## config.mk

```make
export PLATFORM = sky130hd
export DESIGN_NAME = rf_writeback_ctrl
export DESIGN_NICKNAME = d
export VERILOG_FILES = /design/src/rtl/rf_writeback_ctrl.sv
export SDC_FILE = /design/constraint.sdc
export NUM_CORES = 1
export LEC_CHECK = 0
export BUFFER_PORTS_ARGS = -buffer_cell sky130_fd_sc_hd__buf_4
export CAP_MARGIN = 20
export CORE_UTILIZATION = 50
export DETAILED_ROUTE_END_ITERATION = 12
export GPL_TIMING_DRIVEN = 0
export PLACE_DENSITY = 0.88
export SLEW_MARGIN = 15
export SYNTH_ARGS = -nofsm -noshare
export SYNTH_HDL_FRONTEND = slang
export SYNTH_SLANG_ARGS = --single-unit
```

## constraint.sdc

```tcl
create_clock -name clk -period 2.5 [get_ports clk]
set_input_delay 0.125 -clock clk [delete_from_list [all_inputs] [get_ports clk]]
set_output_delay 0.125 -clock clk [all_outputs]
set_load 0.005 [all_outputs]
```

## src/rtl/rf_writeback_ctrl.sv

```systemverilog
// rtl/rf_writeback_ctrl.sv - write-back FIFO with load/ALU arbitration and read bypass
// Load has fixed priority; queued entries are forwarded to the read ports until written.
module rf_writeback_ctrl #(
  parameter int DATA_W = 32,
  parameter int ADDR_W = 2,
  parameter int DEPTH  = 4
) (
  input  logic                    clk,
  input  logic                    reset,
  input  logic                    ld_valid,
  output logic                    ld_ready,
  input  logic [ADDR_W-1:0]       ld_reg,
  input  logic [DATA_W-1:0]       ld_data,
  input  logic                    alu_valid,
  output logic                    alu_ready,
  input  logic [ADDR_W-1:0]       alu_reg,
  input  logic [DATA_W-1:0]       alu_data,
  input  logic                    wb_stall,
  output logic                    regWrite,
  output logic [ADDR_W-1:0]       writeReg,
  output logic [DATA_W-1:0]       writeData,
  input  logic [ADDR_W-1:0]       rd_addr1,
  input  logic [ADDR_W-1:0]       rd_addr2,
  input  logic [DATA_W-1:0]       rf_data1,
  input  logic [DATA_W-1:0]       rf_data2,
  output logic [DATA_W-1:0]       fwd_data1,
  output logic [DATA_W-1:0]       fwd_data2,
  output logic [$clog2(DEPTH):0]  count
);
  localparam int PTR_W = $clog2(DEPTH);
  localparam int CNT_W = PTR_W + 1;

  logic [ADDR_W-1:0] r_q_reg  [DEPTH];
  logic [DATA_W-1:0] r_q_data [DEPTH];
  logic [PTR_W-1:0]  r_rd_ptr;
  logic [PTR_W-1:0]  r_wr_ptr;
  logic [CNT_W-1:0]  r_count;

  logic              w_full;
  logic              w_empty;
  logic              w_ld_fire;
  logic              w_alu_fire;
  logic              w_push;
  logic              w_pop;
  logic [ADDR_W-1:0] w_in_reg;
  logic [DATA_W-1:0] w_in_data;
  logic [PTR_W-1:0]  w_idx;

  assign w_full     = (r_count == CNT_W'(DEPTH));
  assign w_empty    = (r_count == '0);
  assign ld_ready   = reset && !w_full;
  assign alu_ready  = reset && !w_full && !ld_valid;
  assign w_ld_fire  = ld_valid && ld_ready;
  assign w_alu_fire = alu_valid && alu_ready;
  assign w_push     = w_ld_fire || w_alu_fire;
  assign w_in_reg   = w_ld_fire ? ld_reg  : alu_reg;
  assign w_in_data  = w_ld_fire ? ld_data : alu_data;

  assign regWrite  = !w_empty && !wb_stall;
  assign w_pop     = regWrite;
  assign writeReg  = w_empty ? '0 : r_q_reg[r_rd_ptr];
  assign writeData = w_empty ? '0 : r_q_data[r_rd_ptr];
  assign count     = r_count;

  always_ff @(posedge clk) begin
    if (w_push) begin
      r_q_reg[r_wr_ptr]  <= w_in_reg;
      r_q_data[r_wr_ptr] <= w_in_data;
    end
  end

  always_ff @(posedge clk or negedge reset) begin
    if (!reset) begin
      r_rd_ptr <= '0;
      r_wr_ptr <= '0;
      r_count  <= '0;
    end else begin
      if (w_push) r_wr_ptr <= r_wr_ptr + 1'b1;
      if (w_pop)  r_rd_ptr <= r_rd_ptr + 1'b1;
      if (w_push && !w_pop)      r_count <= r_count + 1'b1;
      else if (!w_push && w_pop) r_count <= r_count - 1'b1;
    end
  end

  // Walk from head to tail so later (younger) matches override older ones.
  always_comb begin
    fwd_data1 = rf_data1;
    fwd_data2 = rf_data2;
    w_idx     = '0;
    for (int k = 0; k < DEPTH; k++) begin
      w_idx = r_rd_ptr + PTR_W'(k);
      if (CNT_W'(k) < r_count) begin
        if (r_q_reg[w_idx] == rd_addr1) fwd_data1 = r_q_data[w_idx];
        if (r_q_reg[w_idx] == rd_addr2) fwd_data2 = r_q_data[w_idx];
      end
    end
  end
endmodule

```

# After elaboration in Yosys (flattened, before gate mapping)
# Memory sizes are Yosys's and may differ from the RTL's.
# Index checks and enable logic that the tools add are counted.
# word_totals
ff_bits,7
ram_bits,136
in_bits,141
output_inout_bits,104
n_memories,2
# classes
add_sub_neg,6
n_lt_le_gt_ge,4
eq_ne,9
mux,24
reduce_logical,16
# mem_list
name,words,width,rd,rd_ports_with_merged_regs,wr,line_no,text
r_q_data,4,32,4,0,1,34,logic [DATA_W-1:0] r_q_data [DEPTH];
r_q_reg,4,2,4,0,1,33,logic [ADDR_W-1:0] r_q_reg [DEPTH];
# op_table
operator,count
$mux 32,18
$eq 2x2->1,8
$logic_and 1x1->1,7
$logic_not 1->1,6
$lt 1x3->1 const A,2
$lt 2x3->1 const A,2
$mux 3,2
$add 2x1->2 const B,2
$add 2x2->2 const B,2
$mux 2,2
$add 3x1->3 const B,1
$eq 3x3->1 const B,1
$logic_not 3->1,1
$sub 3x1->3 const B,1
$mux 1,2
$reduce_bool 2->1,1
$logic_or 1x1->1,1

# Logic depth before layout (Yosys ltp)
# logic_depth
depth_word,10
ltp_mapped,10
depth_no_buf,9

# Least setup slack after synthesis
# No wires, ideal clock.
# synth_timing
path_type,register to register
from,reg r_count[0] (netlist: count[0])
to,"mem r_q_data[0][0], enable pin"
setup_time_ns,0.394
arrival_time_ns,2.252
t_required_ns,2.106
setup_slack_ns,-0.146
path_stages_with_launch,6
path_buffers,0
synth_period_minus_slack_ns,2.646
cell_sequence,dfrtp_1 -> inv_1 -> ha_1 -> a21boi_0 -> o21a_1 -> and2_1
# synth_via
elab_chain_cells,8
# synth_lines
element,line_no,text
from (decl),37,logic [CNT_W-1:0] r_count;
from (signal assigned),80,if (w_push && !w_pop) r_count <= r_count + 1'b1;
from (signal assigned),81,else if (!w_push && w_pop) r_count <= r_count - 1'b1;
$eq 3x3->1 *,49,assign w_full = (r_count == CNT_W'(DEPTH));
$logic_not 1->1 *,51,assign ld_ready = reset && !w_full;
$logic_and 1x1->1 *,51,
net ld_ready,11,"output logic ld_ready,"
$logic_and 1x1->1,52,assign alu_ready = reset && !w_full && !ld_valid;
$logic_and 1x1->1,54,assign w_alu_fire = alu_valid && alu_ready;
$logic_or 1x1->1 *,55,assign w_push = w_ld_fire || w_alu_fire;
net w_push,43,logic w_push;
$mux 1 *,66,if (w_push) begin
$mux 1 (not written as such) *,68,r_q_data[r_wr_ptr] <= w_in_data;
to (decl),34,
# Mark *: on every way through the listed nets, which the timed path passes. The rest lies on a longest branch.

# Worst setup path after layout
# layout_timing
from,reg r_rd_ptr[0]
to,out fwd_data2[27]
# layout_via
elab_chain_cells,10
# layout_lines
element,line_no,text
from (decl),35,logic [PTR_W-1:0] r_rd_ptr;
from (signal assigned),79,if (w_pop) r_rd_ptr <= r_rd_ptr + 1'b1;
"parallel branches: the longest is 9 deep, another holds $add 2x1->2",--,
$mux 32 *,92,if (CNT_W'(k) < r_count) begin
to (decl),27,"output logic [DATA_W-1:0] fwd_data2,"
# Every way passes the cells marked *.

==> impl_metrics.ini <==
[outcome]
status = finished with violations
failed_checks = negative setup slack

[floorplan]
die-area_sq_um = 22300
pin_count = 245
core_area_sq_um = 21200
rows = 53
initial_core_util = 0.513
die_x_um = 149
die_h_um = 149

[final_layout]
nets = 1421
postLayoutCellArea_sq_um = 14800
layout-drive-gt1-share = 0.497
syn_to_final_growth_pct = 35.8
largest_reg_flops = 128
diodes = 0
fin_util = 0.697

[power]
powerDensity_nw_per_um2 = 1750
ir_drop_mv = 1.23
switching_share = 0.468
p_sw_uw = 12100
total_leakage_power_uw = 0.00607
p_int_uw = 13800
power_frac_seq = 0.131
pwr-share-comb = 0.764
pwr-share-clk = 0.105

[clock_tree]
cts_buffers = 17
htree_levels = 4
cts_sinks = 143
worstSkewPairLatency_ns = 0.44
root_buffer = clkbuf_16
clkTransAtPathRegs_ns = 0.06
clk_path_buf_depth = 2
cts_tree = built

[logic_synthesis]
synth_edf_count = 136
syn_inst = 998
yosys_warnings = 0
ys_seq_elements = 143
synth_ff_type = edfxtp_1
synth_cell_types = 33
ys_async_sr_fraction = 0.0490
yosysSeqAreaShare = 0.392
synth_area_sq_um = 10900
syn_avg_cell_area_sq_um = 10.9
syn-num-nets = 1148

[detailed_routing]
antenna_left = 0
drc_errors = 0
dr_wl_met3_mm = 6.39
drtIter0Drc = 1701
dr.pass1.iters = 8
finalWirelength_mm = 42.8
via_count = 11000
viasPerCell = 7.05
highest_layer = met4
avgRoutedWirePerCell_um = 27.4
wl_met2_mm = 19.5
wl_met1_mm = 14.4

[grt]
grt_max_degree = 18
grt.total_usage = 0.372
antenna_found_initial = 0
grt_pass1_vias = 10900
grt_pass1_wl_mm = 61.2
gr-total-overflow = 0

[setup_path]
max_stage_delay_ns = 0.58
reg2reg_slack_ns = 0.12
cp_cell_sequence = buf_6 > mux4_2 > xor2_2 > or3_4 > buf_12 > a221oi_2 > o221ai_1 > buf_4
critPathCaptureType = output pin
crit_type = register to output pin
cp-start-kind = register
cp_num_buf_inv = 3
cp_slowest_cell = mux4_2
crit_family = multiplexers
cp_data_arrival_time_ns = 3.04
r2r_end = r_q_data[0][21]$_DFFE_PP_
cp_max_fo = 10
reg2regPathDepth = 6
required_ns = 2.38
r2r-start = count[1]$_DFFE_PN0P_

[flow_run]
drv.max_cap_violation_count = 0

[sta]
slew_headroom = 0.270
period_minus_slack_ns = 3.17
hold_ws_ns = 0.0375
final_hold_viol_count = 0
fin_ws_ns = -0.669
tns_ns = -38.00
finClkSkew_ns = 0.00482
rsz0062_at_grt = yes
post-route-period-util = 1.27
setup-violations-final = 64
slew_violations = 0
fmax_mhz = 316
worst_slew_pin_slew_ns = 1.09

[place]
gp_congestion = 0.931
dp_slack_ns = -0.678
portBuffers = 244
dpl_cell_area_sq_um = 13000
dp_hpwl_mm = 26.8

[hold_path]
hp-class = input pin to asynchronous set/reset pin
-- power groups by stage --
| stage | sequential (uW) | combinational (uW) | clock (uW) |
|---|---|---|---|
| global placement | 3360 | 15900 | 0 |
| finish | 3380 | 19800 | 2730 |
| detailed placement | 3400 | 16200 | 0 |
| floorplan | 3320 | 9890 | 0 |
| CTS | 3350 | 18000 | 2710 |
| global route | 3410 | 20500 | 2810 |
-- cell usage after synthesis, drive strengths merged, types with 2 or more instances --
master,count,area (sq um)
nor3,3,25.0
o21ai,34,170
buf,46,294
mux2,130,1460
nor2,101,379
a221oi,64,798
nand2,100,375
mux2i,97,971
o221ai,64,561
a211o,64,561
inv,6,22.5
dfrtp,7,175
ha,9,113
or3,2,12.5
clkbuf,55,206
xnor2,12,105
a21oi,33,165
and2,4,25.0
mux4,8,180
and3,4,25.0
edfxtp,136,4080
nand2b,2,12.5
nor2b,4,25.0
xor2,10,87.6
-- cell families after synthesis --
| family | Yosys count | share of synthesized area |
|---|---|---|
| and+or+nand+nor | 220 | 0.0810 |
| DFF | 143 | 0.392 |
| muxes | 235 | 0.241 |
| adders and majority gates | 9 | 0.0104 |
| buffers and inverters | 107 | 0.0482 |
| xor gates and xnor gates | 22 | 0.0177 |
| AOI/OAI and AO/OA | 262 | 0.210 |
-- worst register-to-register path, cell delays in order, from the launching register on --
cell and delay [ns]:
dfrtp_1 0.49, inv_1 0.14, ha_1 0.24, a21boi_2 0.24, nand2_2 0.24, clkbuf_4 0.32, mux2_2 0.42
-- stage by stage --
| step | power [uW] | std cells |
|---|---|---|
| 2_1_floorplan | 13200 | 998 |
| 4_1_cts | 24100 | 1557 |
| 3_5_place_dp | 19600 | 1517 |
| 3_3_place_gp | 19300 | 1517 |
| 5_1_grt | 26700 | 1559 |
| 6_report | 25900 | 1559 |
-- per-layer routing --
metal | up-vias | GRT usage
li1 | 4468 | -
met2 | 1105 | 0.584
met4 | 0 | 0.222
met5 | - | 0
met1 | 5145 | 0.448
met3 | 271 | 0.113
-- final cells by class --
class / instances / area, sq um
Tap cell: 275 / 344
Clock buffer: 18 / 429
Sequential cell: 143 / 4260
Multi-Input combinational cell: 752 / 6830
Buffer: 99 / 771
Fill cell: 1424 / 6400
Timing Repair Buffer: 252 / 1900
Clock inverter: 14 / 196
Inverter: 6 / 22.5
-- cells in the final DEF, fill, tap and decap left out, drive strengths merged, types with 3 or more instances in the layout --
| cell | netlist | layout |
|---|---|---|
| mux2i | 97 | 97 |
| dfrtp | 7 | 7 |
| xor2 | 10 | 10 |
| xnor2 | 12 | 12 |
| ha | 9 | 9 |
| edfxtp | 136 | 136 |
| a211o | 64 | 64 |
| nand2 | 100 | 100 |
| a21oi | 33 | 33 |
| nor2 | 101 | 101 |
| mux4 | 8 | 8 |
| and3 | 4 | 4 |
| mux2 | 130 | 130 |
| o21ai | 34 | 34 |
| and2 | 4 | 8 |
| a221oi | 64 | 64 |
| bufinv | 0 | 5 |
| buf | 46 | 305 |
| inv | 6 | 6 |
| o221ai | 64 | 64 |
| clkinv | 0 | 7 |
| nor2b | 4 | 4 |
| clkbuf | 55 | 62 |
| nor3 | 3 | 3 |
-- worst max-delay path by stage --
| stage | from | to | slack [ns] | cells past startpoint |
|---|---|---|---|---|
| floorplan | r_rd_ptr[0]$_DFFE_PN0P_ | fwd_data1[10] | 0.18 | 8 |
| global placement | r_rd_ptr[1]$_DFFE_PN0P_ | fwd_data2[18] | -0.64 | 9 |
| detailed placement | r_rd_ptr[1]$_DFFE_PN0P_ | fwd_data2[18] | -0.68 | 9 |
| CTS | r_rd_ptr[0]$_DFFE_PN0P_ | fwd_data1[31] | -0.58 | 9 |
| global route | r_rd_ptr[0]$_DFFE_PN0P_ | fwd_data2[27] | -0.75 | 8 |
| finish | r_rd_ptr[0]$_DFFE_PN0P_ | fwd_data2[27] | -0.67 | 8 |
-- what timing repair did --
item | CTS | global route
buffers inserted | 3 | 3
setup endpoints to repair | 352 | 208
pin swaps | 71 | 13
hold buffers | 1 | 1
resized for setup | 192 | 89
endpoints found under the hold margin | 7 | 1
gates cloned | 4 | 0
(Power assumes the default switching activity.)
